===== src/rtl/shift_unit_iter_if.sv =====
// shift_unit_iter_if: request/result bundle between the operand muxes, the shifter and write-back.
interface shift_unit_iter_if #(
    parameter int WIDTH   = 32,
    parameter int SHAMT_W = $clog2(WIDTH)
);
    logic               start;
    logic [2:0]         mode;
    logic               amt_src;
    logic [SHAMT_W-1:0] shamt_imm;
    logic [WIDTH-1:0]   amt_reg;
    logic [WIDTH-1:0]   data_in;
    logic [WIDTH-1:0]   result;
    logic               busy;
    logic               done;

    modport master (
        output start, mode, amt_src, shamt_imm, amt_reg, data_in,
        input  result, busy, done
    );

    modport slave (
        input  start, mode, amt_src, shamt_imm, amt_reg, data_in,
        output result, busy, done
    );
endinterface


===== src/rtl/shift_unit_iter.sv =====
// shift_unit_iter: multi-cycle shifter/rotator stepping one bit per clock, amount from shamt_imm or an amt_reg slice.
// Define SHIFT_FAST_EN to load the fully shifted value in one cycle instead of iterating.
module shift_unit_iter #(
    parameter int WIDTH        = 32,
    parameter int SHAMT_W      = $clog2(WIDTH),
    parameter bit AMT_FROM_MSB = 1'b0
) (
    input logic              clk,
    input logic              reset,
    shift_unit_iter_if.slave bus
);
    localparam logic [2:0] M_NOP = 3'd0;
    localparam logic [2:0] M_SLL = 3'd1;
    localparam logic [2:0] M_SRL = 3'd2;
    localparam logic [2:0] M_SRA = 3'd3;
    localparam logic [2:0] M_ROL = 3'd4;
    localparam logic [2:0] M_ROR = 3'd5;

    typedef enum logic {IDLE, RUN} state_t;

    state_t             state, state_nx;
    logic [WIDTH-1:0]   result_q, result_nx;
    logic [SHAMT_W-1:0] cnt, cnt_nx, amt;
    logic [2:0]         mode_q, mode_nx;
    logic               done_q, done_nx, mode_ok;

    // Rotates come from the doubled word so wrap-around needs no extra muxing.
    function automatic logic [WIDTH-1:0] shift_by(
        input logic [WIDTH-1:0]   x,
        input logic [2:0]         m,
        input logic [SHAMT_W-1:0] a
    );
        logic [2*WIDTH-1:0] rol, ror;
        logic [WIDTH-1:0]   sra;
        rol = {x, x} << a;
        ror = {x, x} >> a;
        sra = $signed(x) >>> a;
        return m == M_SLL ? x << a :
               m == M_SRL ? x >> a :
               m == M_SRA ? sra :
               m == M_ROL ? rol[2*WIDTH-1:WIDTH] :
               m == M_ROR ? ror[WIDTH-1:0] : x;
    endfunction

    assign amt = !bus.amt_src ? bus.shamt_imm :
                 AMT_FROM_MSB ? bus.amt_reg[WIDTH-1 -: SHAMT_W] : bus.amt_reg[SHAMT_W-1:0];
    assign mode_ok = bus.mode inside {M_SLL, M_SRL, M_SRA, M_ROL, M_ROR};

    always_ff @(posedge clk or posedge reset) begin
        if (reset) begin
            state    <= IDLE;
            result_q <= '0;
            cnt      <= '0;
            mode_q   <= M_NOP;
            done_q   <= 1'b0;
        end else begin
            state    <= state_nx;
            result_q <= result_nx;
            cnt      <= cnt_nx;
            mode_q   <= mode_nx;
            done_q   <= done_nx;
        end
    end

    always_comb begin
        state_nx  = state;
        result_nx = result_q;
        cnt_nx    = cnt;
        mode_nx   = mode_q;
        done_nx   = 1'b0;
        if (state == IDLE) begin
            if (bus.start) begin
                state_nx = RUN;
                mode_nx  = mode_ok ? bus.mode : M_NOP;
`ifdef SHIFT_FAST_EN
                result_nx = shift_by(bus.data_in, mode_nx, amt);
                cnt_nx    = '0;
`else
                result_nx = bus.data_in;
                cnt_nx    = mode_ok ? amt : '0;
`endif
            end
        end else if (cnt != '0) begin
            result_nx = shift_by(result_q, mode_q, SHAMT_W'(1));
            cnt_nx    = cnt - SHAMT_W'(1);
        end else begin
            state_nx = IDLE;
            done_nx  = 1'b1;
        end
    end

    assign bus.result = result_q;
    assign bus.done   = done_q;
`ifdef SHIFT_FAST_EN
    assign bus.busy   = 1'b0;
`else
    assign bus.busy   = state == RUN;
`endif
endmodule


===== src/flat_wrapper.sv =====
// flat-port wrapper written by rule: the top's interface ports become plain ports
module shift_unit_iter_flat 
#(
    parameter int WIDTH        = 32,
    parameter int SHAMT_W      = $clog2(WIDTH),
    parameter bit AMT_FROM_MSB = 1'b0
)
  (clk, reset, bus_start, bus_mode, bus_amt_src, bus_shamt_imm, bus_amt_reg, bus_data_in, bus_result, bus_busy, bus_done);
  shift_unit_iter_if #(.WIDTH(WIDTH), .SHAMT_W(SHAMT_W)) bus_i ();
  input logic clk;
  input logic reset;
  input wire logic [$bits(bus_i.start)-1:0] bus_start;
  input wire logic [$bits(bus_i.mode)-1:0] bus_mode;
  input wire logic [$bits(bus_i.amt_src)-1:0] bus_amt_src;
  input wire logic [$bits(bus_i.shamt_imm)-1:0] bus_shamt_imm;
  input wire logic [$bits(bus_i.amt_reg)-1:0] bus_amt_reg;
  input wire logic [$bits(bus_i.data_in)-1:0] bus_data_in;
  output wire logic [$bits(bus_i.result)-1:0] bus_result;
  output wire logic [$bits(bus_i.busy)-1:0] bus_busy;
  output wire logic [$bits(bus_i.done)-1:0] bus_done;
  assign bus_i.start = bus_start;
  assign bus_i.mode = bus_mode;
  assign bus_i.amt_src = bus_amt_src;
  assign bus_i.shamt_imm = bus_shamt_imm;
  assign bus_i.amt_reg = bus_amt_reg;
  assign bus_i.data_in = bus_data_in;
  assign bus_result = bus_i.result;
  assign bus_busy = bus_i.busy;
  assign bus_done = bus_i.done;
  shift_unit_iter #(.WIDTH(WIDTH), .SHAMT_W(SHAMT_W), .AMT_FROM_MSB(AMT_FROM_MSB)) u_core (.clk(clk), .reset(reset), .bus(bus_i));
endmodule

===== config.mk =====
export PLATFORM = sky130hd
export DESIGN_NAME = shift_unit_iter_flat
export DESIGN_NICKNAME = d
export VERILOG_FILES = /design/src/rtl/shift_unit_iter_if.sv /design/src/rtl/shift_unit_iter.sv /design/src/flat_wrapper.sv
export SDC_FILE = /design/constraint.sdc
export NUM_CORES = 1
export LEC_CHECK = 0
export CORE_MARGIN = 2
export CORE_UTILIZATION = 43
export DETAILED_ROUTE_END_ITERATION = 8
export PLACE_DENSITY = 0.8
export SETUP_SLACK_MARGIN = 0.3
export SLEW_MARGIN = 20
export SYNTH_ARGS = -nofsm -noshare
export SYNTH_HDL_FRONTEND = slang
export SYNTH_SLANG_ARGS = --single-unit

===== constraint.sdc =====
create_clock -name clk -period 3.9 [get_ports clk]
set_input_delay 0.78 -clock clk [delete_from_list [all_inputs] [get_ports clk]]
set_output_delay 0.78 -clock clk [all_outputs]
set_load 0.01 [all_outputs]

# ---- Yosys cells after proc, flatten, opt, wreduce, memory -nomap -nowiden
# Cells that the tools add are included.
dict set report op_classes {
  n_eq_ne 14
  add_sub_neg 1
  n_mux 19
  n_reduce_logical 7
  n_bitwise 1
}
# cell n
set ops {}
lappend ops {{$mux W32} 8}
lappend ops {{$mux W5} 5}
lappend ops {{$eq A3 B2 Y1 const B} 4}
lappend ops {{$eq A3 B3 Y1 const B} 4}
lappend ops {{$reduce_bool A5 Y1} 2}
lappend ops {{$eq A3 B1 Y1 const B} 2}
lappend ops {{$ne A6 B6 Y1 const B} 1}
lappend ops {{$mux W1} 5}
lappend ops {{$ne A5 B5 Y1 const B} 1}
lappend ops {{$sub A5 B1 Y5 const B} 1}
lappend ops {{$ne A4 B4 Y1 const B} 1}
lappend ops {{$reduce_and A2 Y1} 2}
lappend ops {{$reduce_and A4 Y1} 1}
lappend ops {{$mux W3} 1}
lappend ops {{$reduce_and A3 Y1} 1}
lappend ops {{$ne A2 B2 Y1 const B} 1}
lappend ops {{$reduce_bool A2 Y1} 1}
lappend ops {{$not A1 Y1} 1}
dict set report word_totals {
  wordCells 48
  reg_bits 42
  in_bits 76
  out_inout_bits 34
}

# ---- Depth between registers and ports, before layout
dict set report logic_depth {
  depth_word 8
  depth_mapped 10
  ltp_nobuf 6
}

# ---- Least setup slack after synthesis
# OpenSTA, ideal clock, no wires.
dict set report synth_path {
  path_kind {register to register}
  from {reg u_core.mode_q[1]}
  to {reg u_core.result_q[10] (netlist: u_core.bus.result[10])}
  slack_ps 1630
  arrival_ps 2178
  n_path_buf 4
  synth_period_minus_slack_ps 2270
  path_stages_with_launch 10
  required_ps 3808
  setup_time_ps 92
  path_cell_list {dfrtp_1 clkbuf_1 clkbuf_1 inv_1 ha_1 and2_1 a221o_1 buf_6 buf_6 o31ai_2}
}
dict set report synth_via {
  elab_chain_cells 7
  elab_cells_between_ends 13
  cone_classes {6 x eq/ne; 6 x mux; 1 x reduce/logical}
}
# element line
set synth_rtl {}
lappend synth_rtl {{start, declared} shift_unit_iter.sv:24} ;# logic [2:0] mode_q, mode_nx;
lappend synth_rtl {{start signal, assigned} shift_unit_iter.sv:60} ;# mode_q <= mode_nx;
lappend synth_rtl {{$eq A3 B3 Y1} shift_unit_iter.sv:41} ;# m == M_ROL ? rol[2*WIDTH-1:WIDTH] :
lappend synth_rtl {{$mux W32} shift_unit_iter.sv:41}
lappend synth_rtl {{$mux W32} shift_unit_iter.sv:40} ;# m == M_SRA ? sra :
lappend synth_rtl {{$mux W32} shift_unit_iter.sv:39} ;# m == M_SRL ? x >> a :
lappend synth_rtl {{$mux W32} shift_unit_iter.sv:38} ;# return m == M_SLL ? x << a :
lappend synth_rtl {{$mux W32} shift_unit_iter.sv:83} ;# end else if (cnt != '0) begin
lappend synth_rtl {{$mux W32} shift_unit_iter.sv:71} ;# if (state == IDLE) begin
lappend synth_rtl {{end signal, assigned} shift_unit_iter.sv:58} ;# result_q <= result_nx;
lappend synth_rtl {{end, declared} shift_unit_iter.sv:22} ;# logic [WIDTH-1:0] result_q, result_nx;
# Parallel ways exist; a longest one is shown, timed or not. The select of a mux whose other input is x is not followed.
# A chain may end at the register's enable or synchronous reset.

# ---- Worst setup path in the final report
dict set report layout_path {
  from {reg u_core.state (netlist: u_core.bus.busy)}
  to {out bus_busy}
}
# element line
set layout_rtl {}
lappend layout_rtl {{start, declared} shift_unit_iter.sv:21} ;# state_t state, state_nx;
lappend layout_rtl {{start signal, assigned} shift_unit_iter.sv:57} ;# state <= state_nx;
lappend layout_rtl {{end, declared} flat_wrapper.sv:19} ;# output wire logic [$bits(bus_i.busy)-1:0] bus_busy;
# No word-level cell between the ends.

==> impl_results.md <==
* Crit share post-route at 0.671
* Slowest Stage Delay on Critical Path at 0.86 ns
* # DRC at 0
* Hold path depth at 2
* Max-cap viol count at 0
* Largest net degree at the start of global routing at 43
* RSZ-0062 raised after global routing: no
* Final setup viols at 0
* Area grow syn2layout at 33.3%
* Core area at 6240 sq um
* Layout cell share with drive strength beyond 1 at 0.135
* Register area share after synthesis at 0.385
* YS warnings at 0
* Leading register cell type out of synthesis: dfrtp_1
* Vias in the first global route at 2354
* Worst r2r dst: u_core.bus.result[0]
* CTS max path bufs at 2
* Startpoint Class: register
* Slowest CP cell: dfrtp_1
* Gp weighted congestion at 0.771
* Clock sinks at 42
* Yosys cell types at 39
* Post-CTS setup buffers at 0
* Num ports at 110
* First-pass GRT wire length at 11600 microns
* Post-Layout Cell Count at 441
* Nets at 442
* Post-route cell area at 3640 sq um
* I/O Buffers at 82
* Die Width at 83.7 microns
* Antenna-violating nets left at 0
* Initial DRC count at 143
* PwrDens at 876 nW/um^2
* Reg2Reg Setup Slack at 1.29 ns
* Initial Util at 0.438
* Post-cts repair resize count at 0
* Clock-pin slew on the worst setup and hold paths at 0.08 ns
* Top delay family on crit path: flip-flops
* Multi-input logic area at 1530 sq um
* DP Wirelength at 4910 microns
* Crit end category: primary output
* Detailed Route WL at 7090 microns
* Worst Hold Path EP: u_core.bus.result[23]
* Tightest Hold Check Type: reg2reg
* TritonCTS clock tree: yes
* Worst skew pair latency at 0.29 ns
* Bufs and invs on worst path at 1
* Site row count at 29
* Leak Pwr at 0.00141 uW
* Maximum operating frequency at 0.382 GHz
* Asr flop ratio synth at 1.00
* IR drop worst, VDD at 402 uV
* CTS Hold Bufs at 0
* Mapped Area at 2730 sq um
* CP cell instances: clkdlybuf4s50_1
* Slew HR at 0.386
* Placed cell area at 3560 sq um
* Setup TNS Final at 0 ns
* Critical path data arrival time at 1.84 ns
* TritonCTS buffer count at 5
* Syn Nets at 374
* Fin crit period at 2.62 ns
* Placed Instances at 434
* Post-synth EDFFs at 0
* Final core occ at 0.583
* Slew Viols, Final at 0
* CTS root buffer: clkbuf_8
* Post-detailed-route wirelength per cell at 16.1 microns
* Antenna violations before repair at 0
* Synth Instances at 296
* Status: complete, no violations
* H-tree Lvls at 2
* Fill count at 563
* GRT overflow at 0
* Critical Path Fanout Max at 24
* Post-Syn Area per Cell at 9.23 sq um
* Antenna cells at 0
* Worst setup path class: reg2out
* CP required at 3.12 ns
* R2R cell count at 7
* Die area at 7010 sq um
* Clock Skew at 0.00326 ns
* GRT Total Usage at 0.200
* HP Start: u_core.bus.result[23]
* Detailed-route via count at 2484
* Die Ht at 83.7 microns
* Worst Tran Pin Value at 0.919 ns
* First-pass iteration count of the detailed router at 4
* FF/Latch Area at 1050 sq um
* Reg-to-reg startpoint: u_core.cnt[0]
* Vias per cell at 5.63
* Fin. Hold Viols at 0
* Synthesized flop and latch total at 42
[where the power goes]
part,total [uW],switching [uW],leakage (uW),internal (uW)
clock,272,148,0.0000383,124
combinational,2020,1080,0.000835,946
sequential,897,262,0.000533,635
[synthesized netlist by cell type, types with 2 or more instances]
library cell  instances  area [sq um]
dfrtp_1              42          1050
nand2_1              39           146
nor2_1               38           143
a211oi_1             32           240
nor3b_1              31           233
o31ai_2              29           363
clkbuf_1             19          71.3
a21oi_1               7          35.0
inv_1                 6          22.5
buf_6                 4          45.0
mux2_2                4          45.0
o21ai_0               4          20.0
a21o_1                3          22.5
buf_2                 3          15.0
mux2i_1               3          30.0
nand2b_1              3          18.8
a221oi_1              2          17.5
a31oi_1               2          12.5
ha_1                  2          25.0
nor3_1                2          10.0
o31ai_1               2          15.0
xnor2_1               2          17.5
[through the flow]
stage	hold slack, ns	setup slack (ns)	total power, uW
global placement	0.528	1.28	2860
CTS	0.537	1.25	3210
detailed placement	0.519	1.23	2940
finish	0.540	1.28	3190
global route	0.574	1.16	3430
floorplan	0.512	1.63	2400
[cells in the final DEF, fill, tap and decap left out, types with 3 or more instances in the layout]
master           instances
clkdlybuf4s50_1         82
dfrtp_1                 42
nand2_1                 39
nor2_1                  38
a211oi_1                32
nor3b_1                 31
o31ai_2                 29
a21oi_1                  7
buf_4                    6
inv_1                    5
clkbuf_8                 5
mux2_2                   4
o21ai_0                  4
mux2i_1                  3
nand2b_1                 3
a21o_1                   3
[state kept, by name, summed over array words and instances, names as in the netlist]
signal             count
u_core.bus.busy        1
u_core.bus.done        1
u_core.bus.result     32
u_core.cnt             5
u_core.mode_q          3
[logic make-up after synthesis]
family                     Yosys count  synth area share
and+or+nand+nor                    121             0.223
DFF                                 42             0.385
AOI/OAI and AO/OA                   89             0.290
adders and majority gates            2           0.00916
muxes                                7            0.0275
xor gates and xnor gates             2           0.00641
buffers and inverters               33            0.0591
[per-layer routing]
layer | wire length [microns] | share of wire | GRT usage | vias to the layer above
li1 | - | - | - | 1216
met1 | 3290 | 0.46 | 0.269 | 1199
met2 | 3430 | 0.48 | 0.338 | 63
met3 | 316 | 0.045 | 0.0435 | 6
met4 | 53 | 0.0075 | 0.0352 | 0
met5 | 0 | 0 | 0 | -
[area by class of cell]
| cell class | count | share of cell area |
|---|---|---|
| sequential | 42 | 0.289 |
| inverter | 6 | 0.00619 |
| multi-input combinational | 221 | 0.420 |
| clock buffer | 7 | 0.0210 |
| tap | 77 | 0.0265 |
| timing repair buffer | 88 | 0.238 |
[how the worst max path moves through the flow]
stage,from,to,slack [ns],depth (start not counted)
after floorplan,u_core.mode_q[1],u_core.bus.result[10],1.63,9
after global placement,bus_start,u_core.bus.result[0],1.28,6
after detailed placement,bus_start,u_core.bus.result[0],1.23,6
after CTS,u_core.bus.busy,bus_busy,1.25,1
after global routing,u_core.cnt[0],u_core.bus.result[0],1.16,7
final,u_core.bus.busy,bus_busy,1.28,1
Power figures use the tool's default switching activity.
